`config.mk`:
```
export PLATFORM = sky130hd
export DESIGN_NAME = mesi_isc_bcast_monitor
export DESIGN_NICKNAME = d
export VERILOG_FILES = /design/src/rtl/mesi_isc_pkg.sv /design/src/rtl/mesi_isc_bcast_tracker.sv /design/src/rtl/mesi_isc_bcast_monitor.sv
export SDC_FILE = /design/constraint.sdc
export NUM_CORES = 1
export LEC_CHECK = 0
export CAP_MARGIN = 25
export CORE_MARGIN = 2
export CORE_UTILIZATION = 45
export CTS_CLUSTER_SIZE = 14
export DETAILED_ROUTE_END_ITERATION = 8
export PLACE_DENSITY = 0.68
export SLEW_MARGIN = 25
export SYNTH_ARGS = -nofsm -noshare
export SYNTH_HDL_FRONTEND = slang
export SYNTH_HIERARCHICAL = 1
export SYNTH_SLANG_ARGS = --single-unit
```
`constraint.sdc`:
```
create_clock -name clk -period 31.9 [get_ports clk]
set_input_delay 6.38 -clock clk [delete_from_list [all_inputs] [get_ports clk]]
set_output_delay 6.38 -clock clk [all_outputs]
set_load 0.01 [all_outputs]
```
`src/rtl/mesi_isc_pkg.sv`:
```
// Shared command encodings, tracker state type and broadcast helpers for the
// mesi_isc broadcast-coherence monitor.
package mesi_isc_pkg;

  localparam logic [2:0] MBUS_NOP      = 3'd0;
  localparam logic [2:0] MBUS_WR       = 3'd1;
  localparam logic [2:0] MBUS_RD       = 3'd2;
  localparam logic [2:0] MBUS_WR_BROAD = 3'd3;
  localparam logic [2:0] MBUS_RD_BROAD = 3'd4;

  localparam logic [2:0] CBUS_NOP      = 3'd0;
  localparam logic [2:0] CBUS_WR_SNOOP = 3'd1;
  localparam logic [2:0] CBUS_RD_SNOOP = 3'd2;
  localparam logic [2:0] CBUS_EN_WR    = 3'd3;
  localparam logic [2:0] CBUS_EN_RD    = 3'd4;

  typedef enum logic [1:0] {
    TRK_IDLE,
    TRK_WAIT,
    TRK_HOLD
  } trk_state_e;

  function automatic logic is_bcast(input logic [2:0] cmd);
    return (cmd == MBUS_WR_BROAD) || (cmd == MBUS_RD_BROAD);
  endfunction

  function automatic logic [2:0] bcast_snoop(input logic [2:0] cmd);
    return (cmd == MBUS_RD_BROAD) ? CBUS_RD_SNOOP : CBUS_WR_SNOOP;
  endfunction

endpackage

```
`src/rtl/mesi_isc_bcast_tracker.sv`:
```
// Per-source broadcast tracker: captures one broadcast, watches the coherence
// bus for the matching snoops and reports completion or timeout.
module mesi_isc_bcast_tracker
  import mesi_isc_pkg::*;
#(
  parameter int unsigned NUM_CORES  = 4,
  parameter int unsigned ADDR_WIDTH = 32,
  parameter int unsigned TIMEOUT    = 100,
  parameter int unsigned CNT_W      = $clog2(TIMEOUT + 1),
  parameter int unsigned SRC        = 0
) (
  input  logic                   clk,
  input  logic                   rst,
  input  logic                   enable_i,
  input  logic [2:0]             mbus_cmd_i,
  input  logic [ADDR_WIDTH-1:0]  mbus_addr_i,
  input  logic [NUM_CORES*3-1:0] cbus_cmd_i,
  input  logic [ADDR_WIDTH-1:0]  cbus_addr_i,
  output logic                   capture_c,
  output logic                   done_c,
  output logic                   timeout_c,
  output logic [CNT_W-1:0]       latency_c,
  output logic                   done_o,
  output logic                   timeout_o,
  output logic [NUM_CORES-1:0]   missing_o,
  output logic [CNT_W-1:0]       last_latency_o
);

  trk_state_e             state;
  logic [ADDR_WIDTH-1:0]  addr_q;
  logic [ADDR_WIDTH-1:0]  eff_addr;
  logic [2:0]             exp_q;
  logic [2:0]             eff_exp;
  logic [NUM_CORES-1:0]   pend_q;
  logic [NUM_CORES-1:0]   eff_pend;
  logic [NUM_CORES-1:0]   pend_nxt;
  logic [CNT_W-1:0]       cnt_q;
  logic                   active;

  // On the capture cycle the freshly sampled command/address are matched directly.
  always_comb begin
    capture_c = (state == TRK_IDLE) && enable_i && is_bcast(mbus_cmd_i);
    active    = capture_c || (state == TRK_WAIT);
    eff_addr  = capture_c ? mbus_addr_i : addr_q;
    eff_exp   = capture_c ? bcast_snoop(mbus_cmd_i) : exp_q;
    eff_pend  = capture_c ? ~(NUM_CORES'(1) << SRC) : pend_q;
    latency_c = capture_c ? '0 : cnt_q;
    pend_nxt  = eff_pend;
    for (int c = 0; c < NUM_CORES; c++) begin
      if ((cbus_cmd_i[3*c +: 3] == eff_exp) && (cbus_addr_i == eff_addr)) begin
        pend_nxt[c] = 1'b0;
      end
    end
    done_c    = active && (pend_nxt == '0);
    timeout_c = active && !done_c && (latency_c == CNT_W'(TIMEOUT));
  end

  always_ff @(posedge clk) begin
    if (rst) begin
      state          <= TRK_IDLE;
      addr_q         <= '0;
      exp_q          <= '0;
      pend_q         <= '0;
      cnt_q          <= '0;
      done_o         <= 1'b0;
      timeout_o      <= 1'b0;
      missing_o      <= '0;
      last_latency_o <= '0;
    end else begin
      done_o    <= done_c;
      timeout_o <= timeout_c;
      if (capture_c) begin
        addr_q    <= mbus_addr_i;
        exp_q     <= bcast_snoop(mbus_cmd_i);
        missing_o <= '0;
      end
      if (active) begin
        pend_q <= pend_nxt;
        if (done_c) begin
          last_latency_o <= latency_c;
          state          <= TRK_HOLD;
        end else if (timeout_c) begin
          missing_o <= pend_nxt;
          state     <= TRK_HOLD;
        end else begin
          cnt_q <= latency_c + CNT_W'(1);
          state <= TRK_WAIT;
        end
      end else if ((state == TRK_HOLD) && !is_bcast(mbus_cmd_i)) begin
        // Wait for the requester to drop the command so it is not recaptured.
        state <= TRK_IDLE;
      end
    end
  end

endmodule

```
`src/rtl/mesi_isc_bcast_monitor.sv`:
```
// Broadcast-coherence monitor: one tracker per source core plus shared
// broadcast count, maximum latency and sticky error.
module mesi_isc_bcast_monitor
  import mesi_isc_pkg::*;
#(
  parameter int unsigned NUM_CORES  = 4,
  parameter int unsigned ADDR_WIDTH = 32,
  parameter int unsigned TIMEOUT    = 100,
  parameter int unsigned CNT_W      = $clog2(TIMEOUT + 1)
) (
  input  logic                            clk,
  input  logic                            rst,
  input  logic                            enable_i,
  input  logic                            clear_i,
  input  logic [NUM_CORES*3-1:0]          mbus_cmd_i,
  input  logic [NUM_CORES*ADDR_WIDTH-1:0] mbus_addr_i,
  input  logic [NUM_CORES*3-1:0]          cbus_cmd_i,
  input  logic [ADDR_WIDTH-1:0]           cbus_addr_i,
  output logic [NUM_CORES-1:0]            done_o,
  output logic [NUM_CORES-1:0]            timeout_o,
  output logic [NUM_CORES*NUM_CORES-1:0]  missing_o,
  output logic [NUM_CORES*CNT_W-1:0]      last_latency_o,
  output logic [CNT_W-1:0]                max_latency_o,
  output logic [15:0]                     bcast_count_o,
  output logic                            err_sticky_o
);

  logic [NUM_CORES-1:0]       cap_c;
  logic [NUM_CORES-1:0]       done_c;
  logic [NUM_CORES-1:0]       to_c;
  logic [NUM_CORES*CNT_W-1:0] lat_c;

  for (genvar s = 0; s < NUM_CORES; s++) begin : g_trk
    mesi_isc_bcast_tracker #(
      .NUM_CORES (NUM_CORES),
      .ADDR_WIDTH(ADDR_WIDTH),
      .TIMEOUT   (TIMEOUT),
      .CNT_W     (CNT_W),
      .SRC       (s)
    ) u_trk (
      .clk           (clk),
      .rst           (rst),
      .enable_i      (enable_i),
      .mbus_cmd_i    (mbus_cmd_i[3*s +: 3]),
      .mbus_addr_i   (mbus_addr_i[ADDR_WIDTH*s +: ADDR_WIDTH]),
      .cbus_cmd_i    (cbus_cmd_i),
      .cbus_addr_i   (cbus_addr_i),
      .capture_c     (cap_c[s]),
      .done_c        (done_c[s]),
      .timeout_c     (to_c[s]),
      .latency_c     (lat_c[CNT_W*s +: CNT_W]),
      .done_o        (done_o[s]),
      .timeout_o     (timeout_o[s]),
      .missing_o     (missing_o[NUM_CORES*s +: NUM_CORES]),
      .last_latency_o(last_latency_o[CNT_W*s +: CNT_W])
    );
  end

  logic [3:0]       n_cap;
  logic [16:0]      cnt_sum;
  logic [15:0]      count_nxt;
  logic [CNT_W-1:0] max_nxt;
  logic             err_nxt;

  // Events in the same cycle as clear_i take precedence over the clear.
  always_comb begin
    n_cap   = '0;
    max_nxt = clear_i ? '0 : max_latency_o;
    for (int s = 0; s < NUM_CORES; s++) begin
      n_cap = n_cap + 4'(cap_c[s]);
      if (done_c[s] && (lat_c[CNT_W*s +: CNT_W] > max_nxt)) begin
        max_nxt = lat_c[CNT_W*s +: CNT_W];
      end
    end
    cnt_sum   = 17'(clear_i ? 16'h0000 : bcast_count_o) + 17'(n_cap);
    count_nxt = cnt_sum[16] ? 16'hFFFF : cnt_sum[15:0];
    err_nxt   = (|to_c) || (err_sticky_o && !clear_i);
  end

  always_ff @(posedge clk) begin
    if (rst) begin
      bcast_count_o <= '0;
      max_latency_o <= '0;
      err_sticky_o  <= 1'b0;
    end else begin
      bcast_count_o <= count_nxt;
      max_latency_o <= max_nxt;
      err_sticky_o  <= err_nxt;
    end
  end

endmodule

```
### Word-level counts from Yosys, hierarchy flattened

Index checks and enable logic that the tools add are counted.

| operators by class | value |
|---|---|
| $add $sub $neg | 8 |
| $mul | 0 |
| divide/modulo/power cells | 0 |
| magnitude comparators | 4 |
| equality and inequality tests | 40 |
| shift operators | 0 |
| mux-type cells | 75 |
| bitwise logic cells | 8 |
| reductions and logical operators | 84 |

Operator list:

| cell | number |
|---|---|
| $eq 32x32->1 | 4 |
| $mux 32 | 4 |
| $mux 4 | 20 |
| $mux 7 | 9 |
| $eq 3x3->1 | 16 |
| $logic_and 1x1->1 | 45 |
| $mux 2 | 20 |
| $mux 16 | 2 |
| $add 7x1->7 const B | 4 |
| $eq 7x7->1 const B | 4 |
| $gt 7x7->1 | 4 |
| $add 16x4->17 | 1 |
| $logic_not 4->1 | 4 |
| $mux 1 | 16 |
| $eq 3x2->1 const B | 4 |
| $eq 3x3->1 const B | 4 |
| $mux 3 | 4 |
| $reduce_and 3->1 | 4 |
| $logic_not 1->1 | 9 |
| $logic_or 1x1->1 | 9 |
| $eq 2x1->1 const B | 4 |
| $eq 2x2->1 const B | 4 |
| $logic_not 2->1 | 4 |
| $not 1->1 | 8 |
| other kinds (6) | 12 |

| word-level totals | value |
|---|---|
| bits in registers | 268 |
| bits in latches | 0 |
| bits in writable memories | 0 |
| memory bits (read-only) | 0 |
| input port bits | 188 |
| logic and storage cells | 258 |
| memories | 0 |

### Longest topological paths before layout

| logic depth | value |
|---|---|
| depth in word-level cells | 20 |
| gate-level depth with buffers | 46 |
| depth with buffers taken out | 39 |

### Hierarchy

Netlist, hierarchy kept.

By module, submodules not included:

| module | times used | cells each | area an instance (µm²) | sequential area each (µm²) |
|---|---|---|---|---|
| mesi_isc_bcast_tracker at g_trk[0].u_trk ... | 2 | 447 | 3,639.7 | 1,221.2 |
| mesi_isc_bcast_tracker at g_trk[3].u_trk | 1 | 456 | 3,787.4 | 1,221.2 |
| mesi_isc_bcast_tracker at g_trk[2].u_trk | 1 | 447 | 3,706.1 | 1,221.2 |
| mesi_isc_bcast_monitor | 1 | 307 | 2,528.7 | 480.5 |

### Worst setup path before layout

No wires, ideal clock.

| path | value |
|---|---|
| path type | input to register |
| start | in enable_i |
| end | reg max_latency_o[1] |
| setup time | 0.121 ns |
| arrival time | 14.594 ns |
| data required time | 31.779 ns |
| slack | 17.184 ns |
| cell stages on the path | 43 |
| path through | or3b_1 -> clkbuf_1 -> a21oi_1 -> clkbuf_1 -> o211ai_1 -> xor2_1 -> nand4_1 -> nor4_4 -> nand2_4 -> o32ai_4 -> nand3_2 -> clkinv_4 -> o21a_2 -> o21a_4 -> buf_6 -> mux2_2 -> ha_1 -> nor2b_1 -> [... 7 more ...] -> ha_1 -> inv_1 -> maj3_1 -> maj3_1 -> a31o_1 -> o31ai_4 -> nor2_2 -> mux2_2 -> ha_1 -> and4_1 -> a31oi_1 -> nand2_1 -> nand2_1 -> a41oi_1 -> nand3b_1 -> and2_4 -> buf_6 -> mux2_4 |

| on the way | value |
|---|---|
| word-level cells in the longest chain between the ends | 19 |
| elaborated cells on any way between the ends | 100 |
| classes of those cells | 4 x order compare; 20 x eq/ne; 36 x mux; 40 x reduce/logical |

Ends and longest elaborated chain:

| what | line | text |
|---|---|---|
| start, declared | mesi_isc_bcast_monitor.sv:13 | `input logic enable_i,` |
| $logic_and 1x1->1 (*) (2 in a row) | mesi_isc_bcast_tracker.sv:42 | `capture_c = (state == TRK_IDLE) && enable_i && is_bcast(mbus_cmd_i);` |
| $mux 32 / $mux 3 (equally long branches) | mesi_isc_bcast_tracker.sv:44, mesi_isc_bcast_tracker.sv:45 |  |
| $eq 32x32->1 / $eq 3x3->1 (equally long branches) | mesi_isc_bcast_tracker.sv:50 | `if ((cbus_cmd_i[3*c +: 3] == eff_exp) && (cbus_addr_i == eff_addr)) begin` |
| $logic_and 1x1->1 | mesi_isc_bcast_tracker.sv:50 |  |
| $mux 1 | mesi_isc_bcast_tracker.sv:50 |  |
| $logic_not 4->1 | mesi_isc_bcast_tracker.sv:54 | `done_c = active && (pend_nxt == '0);` |
| $logic_and 1x1->1 (*) | mesi_isc_bcast_tracker.sv:54 |  |
| net done_c[0] | mesi_isc_bcast_monitor.sv:29 | `logic [NUM_CORES-1:0] done_c;` |
| [... 3 more ...] | n/a |  |
| $logic_and 1x1->1 | mesi_isc_bcast_monitor.sv:71 | `if (done_c[s] && (lat_c[CNT_W*s +: CNT_W] > max_nxt)) begin` |
| $mux 7 (*) | mesi_isc_bcast_monitor.sv:71 |  |
| $gt 7x7->1 | mesi_isc_bcast_monitor.sv:71 |  |
| $logic_and 1x1->1 | mesi_isc_bcast_monitor.sv:71 |  |
| $mux 7 (*) | mesi_isc_bcast_monitor.sv:71 |  |
| $gt 7x7->1 | mesi_isc_bcast_monitor.sv:71 |  |
| $logic_and 1x1->1 | mesi_isc_bcast_monitor.sv:71 |  |
| $mux 7 (*) | mesi_isc_bcast_monitor.sv:71 |  |
| end signal, assigned | mesi_isc_bcast_monitor.sv:87 | `max_latency_o <= max_nxt;` |
| end, declared | mesi_isc_bcast_monitor.sv:23 | `output logic [CNT_W-1:0] max_latency_o,` |

The timed path passes the listed nets; every way through them passes the cells marked *.
A chain may end at the register's enable or synchronous reset.

### Final worst setup path

| path | value |
|---|---|
| start | in enable_i |
| end | reg max_latency_o[4] |

The elaborated chain is that of the path after synthesis.

==> metrics.cfg <==
[route]
drt_iter0_markers=1334
drt-pass1-iter-count=5
wl_um=55740
highest-signal-layer=met4
wl_per_cell_um=19.71
wl_met3_um=4216
antenna_left=0
met1_length_um=24890
routed_via_density=5.791
vias=16380
wl_met2_um=24990
drc_errors=0

[floorplanning]
die_area_mm2=0.04003
coreArea_mm2=0.03776
num_io_pins=264
rows=71
fp.dieW_um=200.1
fp.dieH_um=200.1
start_util_pct=45.83

[synth]
ys_types=102
syn_inst=2104
synth_area_mm2=0.01730
synth_area_leader_cell=dfxtp_1
avgSynthCellArea_um2=8.223
yosys-top-cells-count=362 x nor2_1, 268 x dfxtp_1, 201 x nand2_1
synth_most_common_cell=nor2_1
yosysWarnings=6
yosysSeqAreaShare_pct=31.01
syn_nets=2323
async_flop_share_pct=0
yosysTopAreaCellShare_pct=31.01
synth-seq-cells=268
yosys-top-cells-area=dfxtp_1 31%, nor2_1 7.9%, xor2_1 7.7%, a211o_1 6.5%, o211ai_1 4.9%
synth_edf_count=0
synth_flop_cell=dfxtp_1

[worst_setup_path]
r2r_slack_ns=22.39
reg2reg_depth=40
slowest_delay_ns=0.73
timing.rr.end=max_latency_o[4]$_SDFF_PP0_
start_kind=input port
cp.arrival_ns=16.18
rr_startpoint=g_trk[0].u_trk/state[1]$_SDFFE_PP0P_
worstPathRequired_ns=32.29
crit_fanout=35
end_kind=flop
critPathKind=in2reg
crit_slowest_cell=clkdlybuf4s50_1

[timing]
tightest_slew_ns=0.9649
max_freq_ghz=0.06331
fin_crit_ns=15.79
slew_headroom_pct=35.53
layout_setup_ws_ns=16.11
tns_ns=0
rsz0062_at_grt=false
finalCritPeriodShare_pct=49.51
setup_viol=0
hold_viol=0
fin_skew_ns=0.01518
finalMaxSlewViolations=0

[hold_path]
hold_path_class=reg2reg
hp-start=g_trk[3].u_trk/cnt_q[5]$_SDFFE_PP0P_
min_path_cells=2
hold_end=g_trk[3].u_trk/cnt_q[5]$_SDFFE_PP0P_

[final_layout]
fin_util_pct=56.21
stdcell_count=2828
drive_above_1_share_pct=8.989
areaGrowthSynthToFinish_pct=22.66
layout.nets=2508

[clock_network]
cts_setup_buffers=0
clockBufferDepth=3
htree_num_levels=2
clkLatencyLatePin_ns=0.51
cts.sinks=268
ctsHoldBuffers=0
path_clk_slew_ns=0.06
clock-root-buffer=clkbuf_16
cts_tree=done
cts_resized=0
numCtsBuffers=34

[placement]
dpl.hpwl_um=40120
dp_cells=2764
pre_cts_ws_ns=15.71
port_buffers=263
globalplace.congestion=0.9160

[global_route]
grt_pass1_vias=15850
grt_max_degree=171
antenna_found_initial=3
grt_use_total_pct=27.45
overflow=0
grt_pass1_wl_um=86990

[power]
power_switching_mw=0.2669
power_density_mw_per_mm2=42.88
comb_power_share_pct=20.2
p_leak_nw=7.841
p_int_mw=0.6431
vdd_ir_drop_max_mv=0.03365
switching_share_pct=29.33
power_frac_seq_pct=39.1
clock_power_share_pct=40.7

[status]
status=completed

[job]
cap_violations=0

## cell families (layout without fill, tap and decap cells)
logic type	Yosys count	count (layout)	synth area share [%]
buffers and inverters	202	412	5.359
and+or+nand+nor	862	862	24.26
AOI/OAI and AO/OA	484	484	23.11
other	0	3	0
adders and majority gates	35	35	2.603
muxes	59	59	3.833
xor gates and xnor gates	194	194	9.821
DFF	268	268	31.01
## state kept, by name, indices dropped and copies added, names as in the netlist, 7 cells and up
signal                      flops
g_trk.u_trk/missing_o          16
g_trk.u_trk/addr_q            128
max_latency_o                   7
g_trk.u_trk/pend_q             16
g_trk.u_trk/cnt_q              28
g_trk.u_trk/state               8
g_trk.u_trk/last_latency_o     28
bcast_count_o                  16
g_trk.u_trk/exp_q              12
## critical path: cells and delay by family
kind	cells	cell delay, ns
and+or+nand+nor	14	2.75
buffers and inverters	5	1.54
adders and majority gates	6	1.62
muxes	3	0.98
AOI/OAI and AO/OA	12	2.69
xor gates and xnor gates	1	0.17
## layout by cell type, fill, tap and decap left out, drive strengths merged, types with 8 or more instances in the layout
master / synthesis / final
nand3b: 13 / 13
a31oi: 15 / 15
o21a: 14 / 14
o21ai: 44 / 44
clkinv: 2 / 12
mux2: 18 / 18
ha: 28 / 28
clkdlybuf4s50: 0 / 262
dfxtp: 268 / 268
nor2b: 50 / 50
a31o: 8 / 8
inv: 59 / 60
nand2: 205 / 205
xor2: 153 / 153
clkbuf: 101 / 49
nand2b: 33 / 33
or3b: 10 / 10
nor4: 16 / 16
o211ai: 141 / 141
nand4: 44 / 44
mux2i: 41 / 41
xnor2: 41 / 41
a211oi: 8 / 8
buf: 40 / 28
and2: 11 / 11
or3: 9 / 9
nand3: 56 / 56
o311a: 11 / 11
nor2: 366 / 366
a211o: 129 / 129
a21oi: 38 / 38
nor3: 20 / 20
## metrics by stage
stage	power (mW)	hold slack [ns]	cell area (µm²)
6_report	0.9099	0.4657	21220
3_3_place_gp	0.5401	0.4442	20120
3_5_place_dp	0.5437	0.4564	20140
5_1_grt	0.9483	0.4909	21220
4_1_cts	0.9154	0.4642	21210
2_1_floorplan	0.4809	0.4318	17300
## per-layer routing
metal  GRT usage, %  up-vias
met4          9.053        0
met1          37.85     7802
li1               -     7834
met3          4.469       96
met5              0        -
met2          43.74      645
## cell type report
type | instances | area (µm²)
clock inverter | 12 | 66.31
antenna | 3 | 7.507
sequential | 268 | 5365
multi-input combinational | 1634 | 11030
tap | 511 | 639.4
timing repair buffer | 290 | 2856
inverter | 61 | 246.5
fill | 3461 | 16530
clock buffer | 49 | 1008
## power by group through the flow
stage	Clock (mW)	Combinational, mW	Sequential (mW)
after global routing	0.391	0.199	0.358
after detailed placement	0	0.181	0.363
after global placement	0	0.178	0.363
final	0.370	0.184	0.356
after CTS	0.378	0.182	0.356
after floorplan	0	0.119	0.362
## how the worst max path moves through the flow
stage / end / start / slack [ns] / cells after the start
floorplan: max_latency_o[1]$_SDFF_PP0_ / enable_i / 17.18 / 43
global placement: max_latency_o[5]$_SDFF_PP0_ / mbus_cmd_i[1] / 15.82 / 39
detailed placement: max_latency_o[4]$_SDFF_PP0_ / enable_i / 15.71 / 41
CTS: max_latency_o[4]$_SDFF_PP0_ / enable_i / 16.22 / 41
global route: max_latency_o[1]$_SDFF_PP0_ / enable_i / 15.49 / 41
finish: max_latency_o[4]$_SDFF_PP0_ / enable_i / 16.11 / 41
Note: power is estimated with default switching activity, not from simulation.
